File: src/rtl/train_sequencer_pkg.sv
// Shared types for the perceptron training sequencer: data width, FSM
// encoding and the packed layout of one stored training sample.
package train_sequencer_pkg;

    localparam int DW = 32;

    typedef enum logic [2:0] {
        ST_IDLE   = 3'd0,
        ST_LOAD   = 3'd1,
        ST_SETTLE = 3'd2,
        ST_UPDATE = 3'd3,
        ST_DONE   = 3'd4
    } state_t;

    // a occupies the top word, target the bottom word
    typedef struct packed {
        logic [DW-1:0] a;
        logic [DW-1:0] b;
        logic [DW-1:0] target;
    } sample_t;

    localparam int SW = $bits(sample_t);

endpackage

File: src/rtl/train_sequencer_sample_mem.sv
// Training-set register file: one synchronous write port, one combinational
// read port. Contents survive reset on purpose so a loaded set can be rerun.
module train_sequencer_sample_mem
    import train_sequencer_pkg::*;
#(
    parameter int DEPTH = 4,
    parameter int AW    = 2
) (
    input  logic          clk,
    input  logic          wr_en,
    input  logic [AW-1:0] wr_addr,
    input  sample_t       wr_data,
    input  logic [AW-1:0] rd_addr,
    output sample_t       rd_data
);

    sample_t mem [DEPTH];

    always_ff @(posedge clk) begin
        if (wr_en) begin
            mem[wr_addr] <= wr_data;
        end
    end

    assign rd_data = mem[rd_addr];

endmodule

File: src/rtl/train_sequencer.sv
// Streams the stored training set into the 2-3-1 perceptron datapath for a
// programmed number of epochs, strobing update once per sample.
//
// state  | meaning
// IDLE   | waiting for start; sample buffer writable
// LOAD   | present mem[sample_idx] on a/b/target, arm settle counter
// SETTLE | hold the sample while forward/backprop paths settle
// UPDATE | raise update, advance sample/epoch bookkeeping
// DONE   | pulse done, drop busy
module train_sequencer
    import train_sequencer_pkg::*;
#(
    parameter int DEPTH   = 4,
    parameter int AW      = 2,
    parameter int LAT     = 4,
    parameter int EPOCH_W = 16
) (
    input  logic               clk,
    input  logic               reset,
    input  logic               wr_en,
    input  logic [AW-1:0]      wr_addr,
    input  logic [DW-1:0]      wr_a,
    input  logic [DW-1:0]      wr_b,
    input  logic [DW-1:0]      wr_target,
    input  logic [AW:0]        n_samples,
    input  logic [EPOCH_W-1:0] n_epochs,
    input  logic [DW-1:0]      step_in,
    input  logic               start,
    output logic [DW-1:0]      a,
    output logic [DW-1:0]      b,
    output logic [DW-1:0]      target,
    output logic [DW-1:0]      step,
    output logic               update,
    output logic               busy,
    output logic               done,
    output logic [AW-1:0]      sample_idx,
    output logic [EPOCH_W-1:0] epoch_cnt
);

    localparam int              CW       = (LAT > 1) ? $clog2(LAT) : 1;
    localparam logic [CW-1:0]   CNT_INIT = CW'(LAT - 1);
    localparam logic [AW:0]     DEPTH_N  = (AW + 1)'(DEPTH);

    state_t             state;
    logic [CW-1:0]      cnt;
    logic [AW:0]        n_lat;
    logic [EPOCH_W-1:0] e_lat;
    logic               done_pend;
    logic [AW:0]        n_clamped;
    logic [AW:0]        last_idx;
    logic [EPOCH_W-1:0] epoch_next;
    logic               mem_we;
    sample_t            wr_data;
    sample_t            rd_data;

    assign n_clamped  = (n_samples > DEPTH_N) ? DEPTH_N : n_samples;
    assign last_idx   = n_lat - (AW + 1)'(1);
    assign epoch_next = epoch_cnt + EPOCH_W'(1);

    // reset dominates a coincident write so a held-in-reset block is inert
    assign mem_we  = wr_en && reset && (state == ST_IDLE);
    assign wr_data = '{a: wr_a, b: wr_b, target: wr_target};

    train_sequencer_sample_mem #(
        .DEPTH (DEPTH),
        .AW    (AW)
    ) u_sample_mem (
        .clk     (clk),
        .wr_en   (mem_we),
        .wr_addr (wr_addr),
        .wr_data (wr_data),
        .rd_addr (sample_idx),
        .rd_data (rd_data)
    );

    always_ff @(posedge clk) begin
        if (!reset) begin
            state      <= ST_IDLE;
            cnt        <= '0;
            n_lat      <= '0;
            e_lat      <= '0;
            done_pend  <= 1'b0;
            a          <= '0;
            b          <= '0;
            target     <= '0;
            step       <= '0;
            update     <= 1'b0;
            busy       <= 1'b0;
            done       <= 1'b0;
            sample_idx <= '0;
            epoch_cnt  <= '0;
        end else begin
            update    <= 1'b0;
            done      <= done_pend;
            done_pend <= 1'b0;
            case (state)
                ST_IDLE: begin
                    if (start) begin
                        n_lat      <= n_clamped;
                        e_lat      <= n_epochs;
                        step       <= step_in;
                        sample_idx <= '0;
                        epoch_cnt  <= '0;
                        // an empty run still reports completion, one cycle later
                        if (n_clamped == '0 || n_epochs == '0) begin
                            done_pend <= 1'b1;
                        end else begin
                            busy  <= 1'b1;
                            state <= ST_LOAD;
                        end
                    end
                end
                ST_LOAD: begin
                    a      <= rd_data.a;
                    b      <= rd_data.b;
                    target <= rd_data.target;
                    cnt    <= CNT_INIT;
                    state  <= (LAT == 1) ? ST_UPDATE : ST_SETTLE;
                end
                ST_SETTLE: begin
                    cnt <= cnt - CW'(1);
                    if (cnt == CW'(1)) begin
                        state <= ST_UPDATE;
                    end
                end
                ST_UPDATE: begin
                    update <= 1'b1;
                    if ({1'b0, sample_idx} == last_idx) begin
                        sample_idx <= '0;
                        epoch_cnt  <= epoch_next;
                        state      <= (epoch_next == e_lat) ? ST_DONE : ST_LOAD;
                    end else begin
                        sample_idx <= sample_idx + AW'(1);
                        state      <= ST_LOAD;
                    end
                end
                ST_DONE: begin
                    done  <= 1'b1;
                    busy  <= 1'b0;
                    state <= ST_IDLE;
                end
                default: state <= ST_IDLE;
            endcase
        end
    end

endmodule
File: config.mk
export PLATFORM = sky130hd
export DESIGN_NAME = train_sequencer
export DESIGN_NICKNAME = d
export VERILOG_FILES = /design/src/rtl/train_sequencer_pkg.sv /design/src/rtl/train_sequencer_sample_mem.sv /design/src/rtl/train_sequencer.sv
export SDC_FILE = /design/constraint.sdc
export NUM_CORES = 1
export LEC_CHECK = 0
export BUFFER_PORTS_ARGS = -buffer_cell sky130_fd_sc_hd__buf_4
export CORE_MARGIN = 2
export CORE_UTILIZATION = 45
export CTS_CLUSTER_SIZE = 16
export DETAILED_ROUTE_END_ITERATION = 7
export PLACE_DENSITY_LB_ADDON = 0.1
export SKIP_LAST_GASP = 1
export SYNTH_ARGS = -nofsm -noshare
export SYNTH_HDL_FRONTEND = slang
export SYNTH_SLANG_ARGS = --single-unit
File: constraint.sdc
create_clock -name clk -period 12.9 [get_ports clk]
set_clock_uncertainty 0.15 [all_clocks]
set_input_delay 2.58 -clock clk [delete_from_list [all_inputs] [get_ports clk]]
set_output_delay 2.58 -clock clk [all_outputs]
set_load 0.005 [all_outputs]
==> summary.txt <==
========================================================================================================
Outcome ................................................................................... finished clean
Sort of element at the end of the critical path ...........................................    flip-flop
Aggregate routed wire length .............................................................. 47800 microns
Max cap viols .............................................................................            0
Clock tree buffer depth ...................................................................            3
Final ANT Viol Nets .......................................................................            0
Maximum clock frequency ...................................................................      187 MHz
R2r worst-path depth ......................................................................            6
Xor and xnor fraction of the mapped netlist area ..........................................       0.867%
Vias ......................................................................................        12234
Count of unique library cells instantiated by Yosys .......................................           63
Syn avg cell area .........................................................................   15.2 sq um
Share of layout cells above drive strength 1 ..............................................        29.9%
Area growth from synthesis to layout ......................................................        21.7%
Measured slew at the worst slew-check pin .................................................      1040 ps
Die area .................................................................................. 0.0489 sq mm
Number of warnings printed during yosys synthesis .........................................            0
Core utilization of the finished layout ...................................................        55.4%
Clock tree from TritonCTS .................................................................          yes
Share of flip-flops with an asynchronous set or reset after synthesis .....................           0%
Detailed-route DRC error count ............................................................            0
Final total power .........................................................................      3.85 mW
Final layout net count ....................................................................         1836
Combinational family with the most area after synthesis ................................... multiplexers
Area leader, netlist ...................................................................... sky130_fd_sc_hd__edfxtp_1
Mux contribution to synthesized area ......................................................        10.3%
HPWL after detailed placement ............................................................. 29400 microns
Shortest period the worst path allows .....................................................      5360 ps
Critical Path Source Type ................................................................. primary input
Clock insertion delay at the later pin of the skew report .................................       600 ps
Drt first-iter violations .................................................................          660
Post-CTS Hold Fix Bufs ....................................................................            0
Worst Path Arrival ........................................................................      5430 ps
Post-CTS setup buffers ....................................................................            0
Synth top area share ......................................................................        54.4%
Vias in the first global route ............................................................        12680
TNS Setup .................................................................................         0 ps
IR Drop Worst-Case VDD ....................................................................     0.101 mV
Maximum number of pins on one net before global-route repair ..............................           93
Placed cell area .......................................................................... 0.0240 sq mm
Top_reg_cell synth ........................................................................ sky130_fd_sc_hd__edfxtp_1
Cell types with the largest area share after synthesis .................................... sky130_fd_sc_hd__edfxtp_1, sky130_fd_sc_hd__dfxtp_1, sky130_fd_sc_hd__mux4_2
Power density over cell area ..............................................................  149 mW/mm^2
Pins Over Slew Limit ......................................................................            0
Tightest Hold Check Type ..................................................................      reg2reg
Detail-routed via count per cell ..........................................................         5.23
Min-Delay Path Depth ......................................................................            2
Syn_nets ..................................................................................         1552
Core region area .......................................................................... 0.0466 sq mm
Max_slew headroom .........................................................................        30.5%
TritonCTS buffer count ....................................................................           56
Final period utilization ..................................................................        41.5%
Met1 capacity usage during global routing .................................................        24.7%
Number of buffers inserted by port buffering ..............................................          301
Total routing usage reported by global routing ............................................        19.6%
CTS Root Buffer Type ...................................................................... sky130_fd_sc_hd__clkbuf_16
Met2 demand-to-capacity share in global routing ...........................................        33.6%
Register bit total from synthesis .........................................................          558
Filler cell count in the final layout .....................................................         3778
Total clock sinks .........................................................................          558
DIE WIDTH .................................................................................  221 microns
Number of flops mapped to enable cells by yosys ...........................................          384
GR Overflow Total .........................................................................            0
Share of synthesized cell area in full adder, half adder and majority cells ...............       0.177%
Count of cells resized by post-cts repair .................................................            0
Pre-Repair DR Iteration Count .............................................................            5
Busiest metal layer after global routing ..................................................         met2
Combined area of the multi-input logic cells .............................................. 0.00579 sq mm
Final Hold Fails ..........................................................................            0
Final setup violation count ...............................................................            0
Fraction of the mapped netlist area in simple logic gates .................................        8.46%
Initial core utilization ..................................................................        45.5%
Std-Cell Rows .............................................................................           79
Vert. Die Dim .............................................................................  221 microns
Endpoint required time on the critical path ...............................................     12970 ps
Number of levels the H-tree was split into ................................................            2
Unrepaired setup endpoints after global routing ...........................................           no
Compound-gate portion of the synthesized area .............................................        7.33%
FF+latch area ............................................................................. 0.0150 sq mm
Final std cell area, no fill .............................................................. 0.0258 sq mm
Antenna violations before repair ..........................................................            7
Seq/Total Area, Yosys .....................................................................        70.8%
Post-Syn Area ............................................................................. 0.0212 sq mm
Global Route met3 Usage ...................................................................        4.69%
Worst-case hold slack .....................................................................       303 ps
Crit path max fanout ......................................................................           82
Global placer's final weighted congestion .................................................        0.775
Gate count of the mapped netlist ..........................................................         1396
Standby leakage power .....................................................................      8.94 nW
Global-route wire length before repair .................................................... 74100 microns
I/O pin count .............................................................................          302
Post-CTS clock slew at the launch and capture registers of the worst setup and hold paths .        60 ps
Post-detailed-route wirelength per cell ................................................... 20.4 microns
Critical path class .......................................................................       in2reg
========================================================================================================
Yosys cell counts, types with 2 or more instances:
cell / count
sky130_fd_sc_hd__o21a_1: 4
sky130_fd_sc_hd__buf_4: 6
sky130_fd_sc_hd__dfxtp_1: 174
sky130_fd_sc_hd__and3_1: 6
sky130_fd_sc_hd__and3_2: 3
sky130_fd_sc_hd__nor3_1: 7
sky130_fd_sc_hd__nand3b_1: 5
sky130_fd_sc_hd__nand3_1: 8
sky130_fd_sc_hd__nand2_1: 307
sky130_fd_sc_hd__clkbuf_1: 51
sky130_fd_sc_hd__buf_6: 3
sky130_fd_sc_hd__and2_1: 3
sky130_fd_sc_hd__xor2_1: 9
sky130_fd_sc_hd__inv_1: 6
sky130_fd_sc_hd__a21boi_0: 138
sky130_fd_sc_hd__nor2_1: 21
sky130_fd_sc_hd__nor3b_1: 3
sky130_fd_sc_hd__nand3_2: 2
sky130_fd_sc_hd__xnor2_1: 12
sky130_fd_sc_hd__nand4_1: 9
sky130_fd_sc_hd__nor4_2: 2
sky130_fd_sc_hd__nor2b_1: 6
sky130_fd_sc_hd__a21oi_1: 11
sky130_fd_sc_hd__a21boi_1: 22
sky130_fd_sc_hd__buf_2: 28
sky130_fd_sc_hd__a31oi_1: 4
sky130_fd_sc_hd__nand4b_1: 2
sky130_fd_sc_hd__edfxtp_1: 384
sky130_fd_sc_hd__o21ai_0: 21
sky130_fd_sc_hd__ha_1: 3
sky130_fd_sc_hd__or3_1: 4
sky130_fd_sc_hd__mux4_2: 96
sky130_fd_sc_hd__nor4_1: 6
path summary, 6_finish.rpt:
| kind | to | slack (ps) | from |
|---|---|---|---|
| setup reg to reg | u_sample_mem.mem[2][37] | 9770 | state[1] |
| hold / removal | a[2] | 300 | a[2] |
| setup / recovery | u_sample_mem.mem[2][37] | 7540 | reset |
| hold reg to reg | a[2] | 300 | a[2] |
cells in the final DEF, fill, tap and decap left out, types with 3 or more instances in the layout:
cell                        Yosys  routed
sky130_fd_sc_hd__o21ai_0       21      21
sky130_fd_sc_hd__a21oi_1       11      11
sky130_fd_sc_hd__or3_1          4       3
sky130_fd_sc_hd__nor2_1        21      18
sky130_fd_sc_hd__nand3b_1       5       5
sky130_fd_sc_hd__a21boi_0     138     138
sky130_fd_sc_hd__nor4_1         6       6
sky130_fd_sc_hd__clkbuf_16      0      58
sky130_fd_sc_hd__ha_1           3       3
sky130_fd_sc_hd__buf_4          6     316
sky130_fd_sc_hd__and2_1         3       3
sky130_fd_sc_hd__nand4_1        9       9
sky130_fd_sc_hd__clkinv_1       0       6
sky130_fd_sc_hd__bufinv_16      0       4
sky130_fd_sc_hd__a31oi_1        4       4
sky130_fd_sc_hd__clkbuf_8       0       6
sky130_fd_sc_hd__nor2_4         0       3
sky130_fd_sc_hd__nand3_1        8       8
sky130_fd_sc_hd__mux4_2        96      96
sky130_fd_sc_hd__xnor2_1       12      12
sky130_fd_sc_hd__nor2b_1        6       6
sky130_fd_sc_hd__inv_1          6       6
sky130_fd_sc_hd__edfxtp_1     384     384
sky130_fd_sc_hd__dfxtp_1      174     172
sky130_fd_sc_hd__clkinv_2       0       7
sky130_fd_sc_hd__xor2_1         9       9
sky130_fd_sc_hd__nor3_1         7       7
sky130_fd_sc_hd__nand2_1      307     307
sky130_fd_sc_hd__and3_1         6       5
sky130_fd_sc_hd__clkbuf_1      51      23
sky130_fd_sc_hd__diode_2        0       5
sky130_fd_sc_hd__and3_2         3       3
sky130_fd_sc_hd__a21boi_1      22      22
sky130_fd_sc_hd__o21a_1         4       4
power breakdown:
group	internal [mW]	switching, mW
clock network	0.941	0.646
logic	0.117	0.141
registers	1.98	0.0294
critical path: stages:
cell and delay, ps:
sky130_fd_sc_hd__buf_4 570, sky130_fd_sc_hd__nor2b_1 270, sky130_fd_sc_hd__and3_1 230, sky130_fd_sc_hd__nand2_1 100, sky130_fd_sc_hd__nor2_4 80, sky130_fd_sc_hd__buf_4 740
sky130_fd_sc_hd__buf_4 630
sequential cells by signal, indices dropped and copies added, names as in the netlist:
| signal | cells |
|---|---|
| u_sample_mem.mem | 384 |
| a | 32 |
| b | 32 |
| step | 32 |
| target | 32 |
| e_lat | 16 |
| epoch_cnt | 16 |
| n_lat | 3 |
| state | 3 |
| cnt | 2 |
| sample_idx | 2 |
| busy | 1 |
| done | 1 |
| done_pend | 1 |
| update | 1 |
metrics by stage:
step,instances,setup WS (ps)
global route,2338,7360
global placement,2229,6970
finish,2340,7540
floorplan,1396,2020
CTS,2335,7550
detailed placement,2229,6930
kinds of logic (layout without fill, tap and decap cells):
logic type               Yosys count  count (layout)
flip-flops                       558             558
AND/OR/NAND/NOR                  406             406
AO/OA/AOI/OAI                    214             214
multiplexers                      97              97
buffers and inverters             97             429
XOR/XNOR                          21              21
adder cells (fa/ha/maj)            3               3
other                              0               5
metal layers:
layer,part of all wire (%),routed length (microns)
met2,50,24100
met5,0.069,33
met3,5.8,2760
met4,1.8,852
met1,42,20000
cell type report:
| cell class | count | area share, % |
|---|---|---|
| Clock inverter | 19 | 0.786 |
| Tap cell | 607 | 2.94 |
| Timing Repair Buffer | 316 | 9.19 |
| Inverter | 7 | 0.102 |
| Antenna cell | 5 | 0.0485 |
| Sequential cell | 558 | 58.2 |
| Multi-Input combinational cell | 741 | 22.4 |
| Clock buffer | 87 | 6.28 |
Power figures use the tool's default switching activity.
